`config.mk`:
```
export PLATFORM = sky130hd
export DESIGN_NAME = quad_nco
export DESIGN_NICKNAME = d
export VERILOG_FILES = /design/src/rtl/quad_nco.sv
export SDC_FILE = /design/constraint.sdc
export NUM_CORES = 1
export LEC_CHECK = 0
export BUFFER_PORTS_ARGS = -buffer_cell sky130_fd_sc_hd__buf_2
export CORE_MARGIN = 2
export CORE_UTILIZATION = 55
export DETAILED_ROUTE_END_ITERATION = 7
export PLACE_DENSITY = 0.82
export SLEW_MARGIN = 20
export SYNTH_ARGS = -nofsm -noshare
export SYNTH_HDL_FRONTEND = slang
export SYNTH_SLANG_ARGS = --single-unit
```
`constraint.sdc`:
```
create_clock -name clk -period 4.79 [get_ports clk]
set_input_delay 1.1975 -clock clk [delete_from_list [all_inputs] [get_ports clk]]
set_output_delay 1.1975 -clock clk [all_outputs]
set_load 0.05 [all_outputs]
```
`src/rtl/quad_nco.sv`:
```
// ---------------------------------------------------------------------------
// quad_nco -- parametrised quadrature numerically controlled oscillator
//
// One phase accumulator drives signed sine and cosine outputs through a
// quarter-wave magnitude ROM. Quadrant folding mirrors the ROM index and
// selects the output sign. The pipeline has four stages and always advances.
// A low clock enable inserts a bubble, which shows up as out_valid=0.
//
// Parameters:
//   PHASE_WIDTH    accumulator / frequency-word width P (must exceed L)
//   OUTPUT_WIDTH   signed output width O, amplitude 2^(O-1)-1
//   LUT_ADDR_WIDTH full-cycle phase resolution L (>= 3), ROM depth 2^(L-2)
//   BASE_PHASE     accumulator value after reset or phase_sync
//
// Ports:
//   clk          clock
//   reset        asynchronous active-high reset
//   en           clock enable; advances the accumulator, marks sample valid
//   inc_load     latch phi_inc_i into the increment register
//   phi_inc_i    frequency word, 2^P * f_out / f_clk
//   phase_off_i  phase offset added after the accumulator, sampled per cycle
//   phase_sync   return the accumulator to BASE_PHASE
//   sin_o/cos_o  signed sine / cosine, symmetric range +/-(2^(O-1)-1)
//   out_valid    sin_o/cos_o hold a new sample
//
// Optional feature (macro NCO_DITHER_EN):
//   A 16-bit maximal LFSR (x^16+x^14+x^13+x^11+1, seed 16'hACE1) advances on
//   every enabled cycle. Its low min(16,P-L) bits are added below the LUT
//   address to spread truncation spurs. Latency is unchanged. Without the
//   macro, the output follows plain phase truncation bit-exactly.
//
// The quarter-wave table holds round(A*sin(2*pi*(k+0.5)/2^L)). It is computed
// at elaboration, so no initialisation file is needed. The half-bin offset
// keeps truncation centred and makes the quadrant mirror exact.
// ---------------------------------------------------------------------------
module quad_nco #(
    parameter int                      PHASE_WIDTH    = 32,
    parameter int                      OUTPUT_WIDTH   = 8,
    parameter int                      LUT_ADDR_WIDTH = 10,
    parameter logic [PHASE_WIDTH-1:0]  BASE_PHASE     = '0
) (
    input  logic                           clk,
    input  logic                           reset,
    input  logic                           en,
    input  logic                           inc_load,
    input  logic [PHASE_WIDTH-1:0]         phi_inc_i,
    input  logic [PHASE_WIDTH-1:0]         phase_off_i,
    input  logic                           phase_sync,
    output logic signed [OUTPUT_WIDTH-1:0] sin_o,
    output logic signed [OUTPUT_WIDTH-1:0] cos_o,
    output logic                           out_valid
);

    localparam int  P      = PHASE_WIDTH;
    localparam int  O      = OUTPUT_WIDTH;
    localparam int  L      = LUT_ADDR_WIDTH;
    localparam int  QDEPTH = 1 << (L - 2);
    localparam int  MAG_W  = O - 1;
    localparam int  AMP    = (1 << (O - 1)) - 1;
    localparam real PI     = 3.14159265358979323846;

    // Elaboration-time sine magnitude for quarter-wave entry k (Taylor series).
    function automatic int quarter_mag(input int k);
        real x;
        real term;
        real sum;
        x    = 2.0 * PI * (real'(k) + 0.5) / real'(1 << L);
        term = x;
        sum  = x;
        for (int n = 1; n < 12; n++) begin
            term = -term * x * x / real'((2 * n) * (2 * n + 1));
            sum  = sum + term;
        end
        return $rtoi(real'(AMP) * sum + 0.5);
    endfunction

    logic [MAG_W-1:0] rom [QDEPTH];

    for (genvar k = 0; k < QDEPTH; k++) begin : g_rom
        localparam logic [MAG_W-1:0] ENTRY = MAG_W'(quarter_mag(k));
        assign rom[k] = ENTRY;
    end

    logic [P-1:0]     acc;
    logic [P-1:0]     inc_reg;
    logic [P-1:0]     dither;
    logic [P-1:0]     p1;
    logic             v1;
    logic [L-3:0]     s2_sin_idx;
    logic [L-3:0]     s2_cos_idx;
    logic             s2_sin_neg;
    logic             s2_cos_neg;
    logic             v2;
    logic [MAG_W-1:0] s3_sin_mag;
    logic [MAG_W-1:0] s3_cos_mag;
    logic             s3_sin_neg;
    logic             s3_cos_neg;
    logic             v3;

`ifdef NCO_DITHER_EN
    localparam int DITHER_W = ((P - L) < 16) ? (P - L) : 16;

    logic [15:0] lfsr;

    // Dither source: Fibonacci LFSR stepping only on enabled cycles.
    always_ff @(posedge clk or posedge reset) begin
        if (reset) begin
            lfsr <= 16'hACE1;
        end else if (en) begin
            lfsr <= {lfsr[14:0], lfsr[15] ^ lfsr[13] ^ lfsr[12] ^ lfsr[10]};
        end
    end

    assign dither = P'(lfsr[DITHER_W-1:0]);
`else
    assign dither = '0;
`endif

    // Increment register plus accumulator. Sync beats enable. A newly loaded
    // increment first affects the accumulator on the following edge.
    always_ff @(posedge clk or posedge reset) begin
        if (reset) begin
            inc_reg <= '0;
            acc     <= BASE_PHASE;
        end else begin
            if (inc_load) begin
                inc_reg <= phi_inc_i;
            end
            if (phase_sync) begin
                acc <= BASE_PHASE;
            end else if (en) begin
                acc <= acc + inc_reg;
            end
        end
    end

    // Stage 1: offset phase. This uses the accumulator value before this edge.
    always_ff @(posedge clk or posedge reset) begin
        if (reset) begin
            p1 <= '0;
            v1 <= 1'b0;
        end else begin
            p1 <= acc + phase_off_i + dither;
            v1 <= en;
        end
    end

    // Only the truncated top L bits address the table.
    logic p1_unused_bits;
    assign p1_unused_bits = ^p1[P-L-1:0];

    logic [L-1:0] r_sin;
    logic [L-1:0] r_cos;
    logic [L-3:0] sin_idx;
    logic [L-3:0] cos_idx;

    // Quadrant folding. Cosine is sine advanced by a quarter turn. Quadrants
    // 1 and 3 read the table mirrored, and quadrants 2 and 3 are negative.
    always_comb begin
        r_sin   = p1[P-1 -: L];
        r_cos   = r_sin + L'(QDEPTH);
        sin_idx = r_sin[L-2] ? ~r_sin[L-3:0] : r_sin[L-3:0];
        cos_idx = r_cos[L-2] ? ~r_cos[L-3:0] : r_cos[L-3:0];
    end

    // Stage 2: register the folded indices and the sign bits.
    always_ff @(posedge clk or posedge reset) begin
        if (reset) begin
            s2_sin_idx <= '0;
            s2_cos_idx <= '0;
            s2_sin_neg <= 1'b0;
            s2_cos_neg <= 1'b0;
            v2         <= 1'b0;
        end else begin
            s2_sin_idx <= sin_idx;
            s2_cos_idx <= cos_idx;
            s2_sin_neg <= r_sin[L-1];
            s2_cos_neg <= r_cos[L-1];
            v2         <= v1;
        end
    end

    // Stage 3: two registered reads of the shared ROM. Signs travel along.
    always_ff @(posedge clk or posedge reset) begin
        if (reset) begin
            s3_sin_mag <= '0;
            s3_cos_mag <= '0;
            s3_sin_neg <= 1'b0;
            s3_cos_neg <= 1'b0;
            v3         <= 1'b0;
        end else begin
            s3_sin_mag <= rom[s2_sin_idx];
            s3_cos_mag <= rom[s2_cos_idx];
            s3_sin_neg <= s2_sin_neg;
            s3_cos_neg <= s2_cos_neg;
            v3         <= v2;
        end
    end

    logic [O-1:0] sin_ext;
    logic [O-1:0] cos_ext;

    always_comb begin
        sin_ext = {1'b0, s3_sin_mag};
        cos_ext = {1'b0, s3_cos_mag};
    end

    // Stage 4: apply the sign. Outputs hold through bubbles.
    always_ff @(posedge clk or posedge reset) begin
        if (reset) begin
            sin_o     <= '0;
            cos_o     <= '0;
            out_valid <= 1'b0;
        end else begin
            if (v3) begin
                sin_o <= s3_sin_neg ? -sin_ext : sin_ext;
                cos_o <= s3_cos_neg ? -cos_ext : cos_ext;
            end
            out_valid <= v3;
        end
    end

endmodule

```
==> impl_summary.log <==
INFO  metric worstMarginPinSlew = 0.966 ns
INFO  metric synth_top_family_by_area = compound AO/OA/AOI/OAI gates
INFO  metric yosys-mux-area-fraction = 0.0818
INFO  metric setup-violations-final = 0
INFO  metric mappedNetlistArea = 9740 um^2
INFO  metric detailedPlacementHpwl = 16500 um
INFO  metric antenna_found_initial = 0
INFO  metric tritoncts.num_buffers = 17
INFO  metric hold_buffers = 0
INFO  metric die_width = 137 um
INFO  metric synthSimpleGateAreaFrac = 0.147
INFO  metric drt_iter0_markers = 866
INFO  metric final_cells = 1401
INFO  metric totalWireLength = 22900 um
INFO  metric switching_power_summed_over_all_nets = 3.35 mW
INFO  metric report.power.total = 7.03 mW
INFO  metric synth_edf_count = 0
INFO  metric synth_sequential_area_ratio = 0.329
INFO  metric place.port_buffers = 85
INFO  metric synthAdderAreaFrac = 0.109
INFO  metric cells_on_worst_hold_path = 0
INFO  metric clkPwrFrac = 0.170
INFO  metric slew_violations = 0
INFO  metric timing.max_slew.rel_slack = 0.356
INFO  metric achievable-frequency = 0.299 GHz
INFO  metric floorplan.initialDensity = 0.563
INFO  metric timing.reg2reg.worst_path_depth = 12
INFO  metric clock_sink_count = 128
INFO  metric synth.most_common_cell = sky130_fd_sc_hd__dfrtp_1
INFO  metric flip_flop_and_latch_count_after_synthesis = 128
INFO  metric power_per_cell_area = 651 nW/um^2
INFO  metric cts.repair.resized = 0
INFO  metric timing.final.crit_share = 0.699
INFO  metric synth-async-reset-ratio = 1.00
INFO  metric min_from = s2_cos_neg
INFO  metric drc_errors = 0
INFO  metric synth_fp_nets = 1274
INFO  metric layout-area-overhead-vs-synth = 10.8%
INFO  metric die_area = 18800 um^2
INFO  metric layout.nets = 1316
INFO  metric final_design_area_no_fill = 10800 um^2
INFO  metric synth-main-ff-cell = sky130_fd_sc_hd__dfrtp_1
INFO  metric synth_xor_area_frac = 0.0513
INFO  metric grt_start_max_net_pins = 109
INFO  metric combPwrFrac = 0.551
INFO  metric power.switching_fraction = 0.476
INFO  metric worstSetupEndpointType = register
INFO  metric postcts_setup_bufs = 0
INFO  metric warnings_from_yosys = 0
INFO  metric p_int = 3.68 mW
INFO  metric worstPathArrival = 3.69 ns
INFO  metric final_critical_path_setup_slack = 1.44 ns
INFO  metric critical_path.reg2reg.startpoint = acc[0]
INFO  metric final.min_clock_period = 3.35 ns
INFO  metric sum_neg_setup_slack = 0 ns
INFO  metric synth.area.top_cells = sky130_fd_sc_hd__dfrtp_1 (33%), sky130_fd_sc_hd__ha_1 (11%), sky130_fd_sc_hd__a21oi_1 (5.4%)
INFO  metric synth_top_area_cell = sky130_fd_sc_hd__dfrtp_1
INFO  metric hold_class = reg -> reg
INFO  metric ir_drop = 0.438 mV
INFO  metric grt_use_total = 0.255
INFO  metric die_height = 137 um
INFO  metric dpl_worst_slack = 1.04 ns
INFO  metric gr-total-overflow = 0
INFO  metric post_route_cells_drive_above_1_share = 0.156
INFO  metric synthesized_area_fraction_occupied_by_ao_oa_aoi_and_oai_cells = 0.237
INFO  metric drt.antenna.violating_nets = 0
INFO  metric route.detailed.vias_per_inst = 6.08
INFO  metric timing.reg2reg.setup_slack = 1.66 ns
INFO  metric ys_types = 77
INFO  metric detailed_place.area = 10200 um^2
INFO  metric clockBufferDepth = 2
INFO  metric tritoncts = yes
INFO  metric fin_worst_skew = 0.00882 ns
INFO  metric startpoint_type = input pin
INFO  metric setup.worst_path.class = in -> reg
INFO  metric status = complete, no violations
INFO  metric crit-reg2reg-capture = acc[28]
INFO  metric syn_avg_cell_area = 8.69 um^2
INFO  metric grt_setup_unrepaired = no
INFO  metric hold_viol_final = 0
INFO  metric drt-pass1-iter-count = 5
INFO  metric cp.required = 5.14 ns
INFO  metric root_buffer = sky130_fd_sc_hd__clkbuf_16
INFO  metric num-fill-cells = 1449
INFO  metric gp_congestion = 0.916
INFO  metric power_leakage = 5.07 nW
INFO  metric num_vias = 8514
INFO  metric core-area = 17300 um^2
INFO  metric clock_latency = 0.43 ns
INFO  metric timing.hold.worst_endpoint = s3_cos_neg
INFO  metric wire_per_inst = 16.4 um
INFO  metric dp.cells = 1369
INFO  metric first_global_vias = 8058
INFO  metric synth_cells = 1121
INFO  metric design.portCount = 86
INFO  metric n_antenna_cell = 0
INFO  metric pwr-share-seq = 0.279
INFO  metric first_pass_grt_wire_length = 38600 um
INFO  metric cap_violations = 0
INFO  metric htree_num_levels = 4
INFO  metric synth_largest_type_area_fraction = 0.329
INFO  metric synth_commonest_cells = sky130_fd_sc_hd__dfrtp_1 (128), sky130_fd_sc_hd__nor2_1 (107), sky130_fd_sc_hd__a21oi_1 (105)
INFO  metric clkTransAtPathRegs = 0.06 ns
INFO  metric worst-path-max-fanout = 4
INFO  metric placementRows = 48
[metal layers]
| layer | global-route usage | share of wire | vias up | wire (um) |
|---|---|---|---|---|
| li1 | - | - | 4153 | - |
| met3 | 0.0448 | 0.043 | 45 | 991 |
| met5 | 0 | 0 | - | 0 |
| met1 | 0.332 | 0.44 | 4062 | 10100 |
| met2 | 0.432 | 0.49 | 254 | 11300 |
| met4 | 0.0836 | 0.023 | 0 | 522 |
[critical path, stage by stage]
cell                        delay, ns
sky130_fd_sc_hd__buf_2           0.11
sky130_fd_sc_hd__ha_1            0.33
sky130_fd_sc_hd__a21oi_1         0.29
sky130_fd_sc_hd__o211ai_2        0.18
sky130_fd_sc_hd__a31o_2          0.27
sky130_fd_sc_hd__o31ai_4         0.08
sky130_fd_sc_hd__o2111ai_2       0.19
sky130_fd_sc_hd__a211o_2         0.37
sky130_fd_sc_hd__a221o_2         0.40
sky130_fd_sc_hd__a21oi_2         0.15
sky130_fd_sc_hd__xnor2_1         0.13
[layout by cell type (no fill, tap or decap), types with 6 or more instances in the layout]
cell type	instances
sky130_fd_sc_hd__nand2b_1	17
sky130_fd_sc_hd__mux2i_1	38
sky130_fd_sc_hd__a311o_1	6
sky130_fd_sc_hd__xor2_1	30
sky130_fd_sc_hd__a211oi_1	18
sky130_fd_sc_hd__or3_1	7
sky130_fd_sc_hd__xnor2_1	27
sky130_fd_sc_hd__nand4_1	7
sky130_fd_sc_hd__nor3_1	9
sky130_fd_sc_hd__buf_4	7
sky130_fd_sc_hd__a31oi_1	20
sky130_fd_sc_hd__nor2b_1	13
sky130_fd_sc_hd__a21o_1	28
sky130_fd_sc_hd__and3_1	11
sky130_fd_sc_hd__buf_2	85
sky130_fd_sc_hd__mux2_2	33
sky130_fd_sc_hd__o311ai_0	8
sky130_fd_sc_hd__a21oi_1	105
sky130_fd_sc_hd__inv_1	42
sky130_fd_sc_hd__dfrtp_1	128
sky130_fd_sc_hd__o211ai_1	13
sky130_fd_sc_hd__o21a_1	7
sky130_fd_sc_hd__ha_1	83
sky130_fd_sc_hd__nand2_1	89
sky130_fd_sc_hd__nor2_1	107
sky130_fd_sc_hd__nand3_1	23
sky130_fd_sc_hd__o21ai_0	81
sky130_fd_sc_hd__clkbuf_16	17
[worst max path at each step]
stage	start	endpoint	slack (ns)	cells after the start
final	phase_off_i[14]	p1[31]	1.44	11
after global routing	phase_off_i[14]	p1[31]	1.38	11
after CTS	phase_off_i[14]	p1[31]	1.45	10
after detailed placement	phase_off_i[14]	p1[31]	1.04	10
after global placement	phase_off_i[14]	p1[31]	1.07	10
after floorplan	reset	acc[0]	0.18	1
[logic make-up after synthesis]
family,after synthesis
compound gates,355
simple gates,309
flops,128
buf+inv,115
fa+ha+maj,84
mux,73
xor+xnor,57
[per-stage QoR]
step                utilization  hold WS [ns]
finish                    0.624         0.346
global route              0.624         0.352
CTS                       0.624         0.349
detailed placement        0.592         0.336
global placement          0.592         0.335
floorplan                     -         0.331
[final cells by class]
cell class	instances	area [um^2]	share of cell area
clock buffers	19	443	0.0411
clock inverters	13	104	0.00963
inverters	46	178	0.0165
multi-input cells	878	6100	0.566
flip-flops and latches	128	3200	0.297
well taps	225	282	0.0261
repair buffers	92	478	0.0443
[power by group through the flow]
stage,logic (mW),registers (mW),clock network [mW]
3_5_place_dp,3.80,1.97,0
4_1_cts,3.84,1.95,1.22
2_1_floorplan,3.03,1.91,0
6_report,3.87,1.96,1.19
3_3_place_gp,3.69,1.95,0
5_1_grt,4.33,2.03,1.27
(Power assumes the default switching activity.)
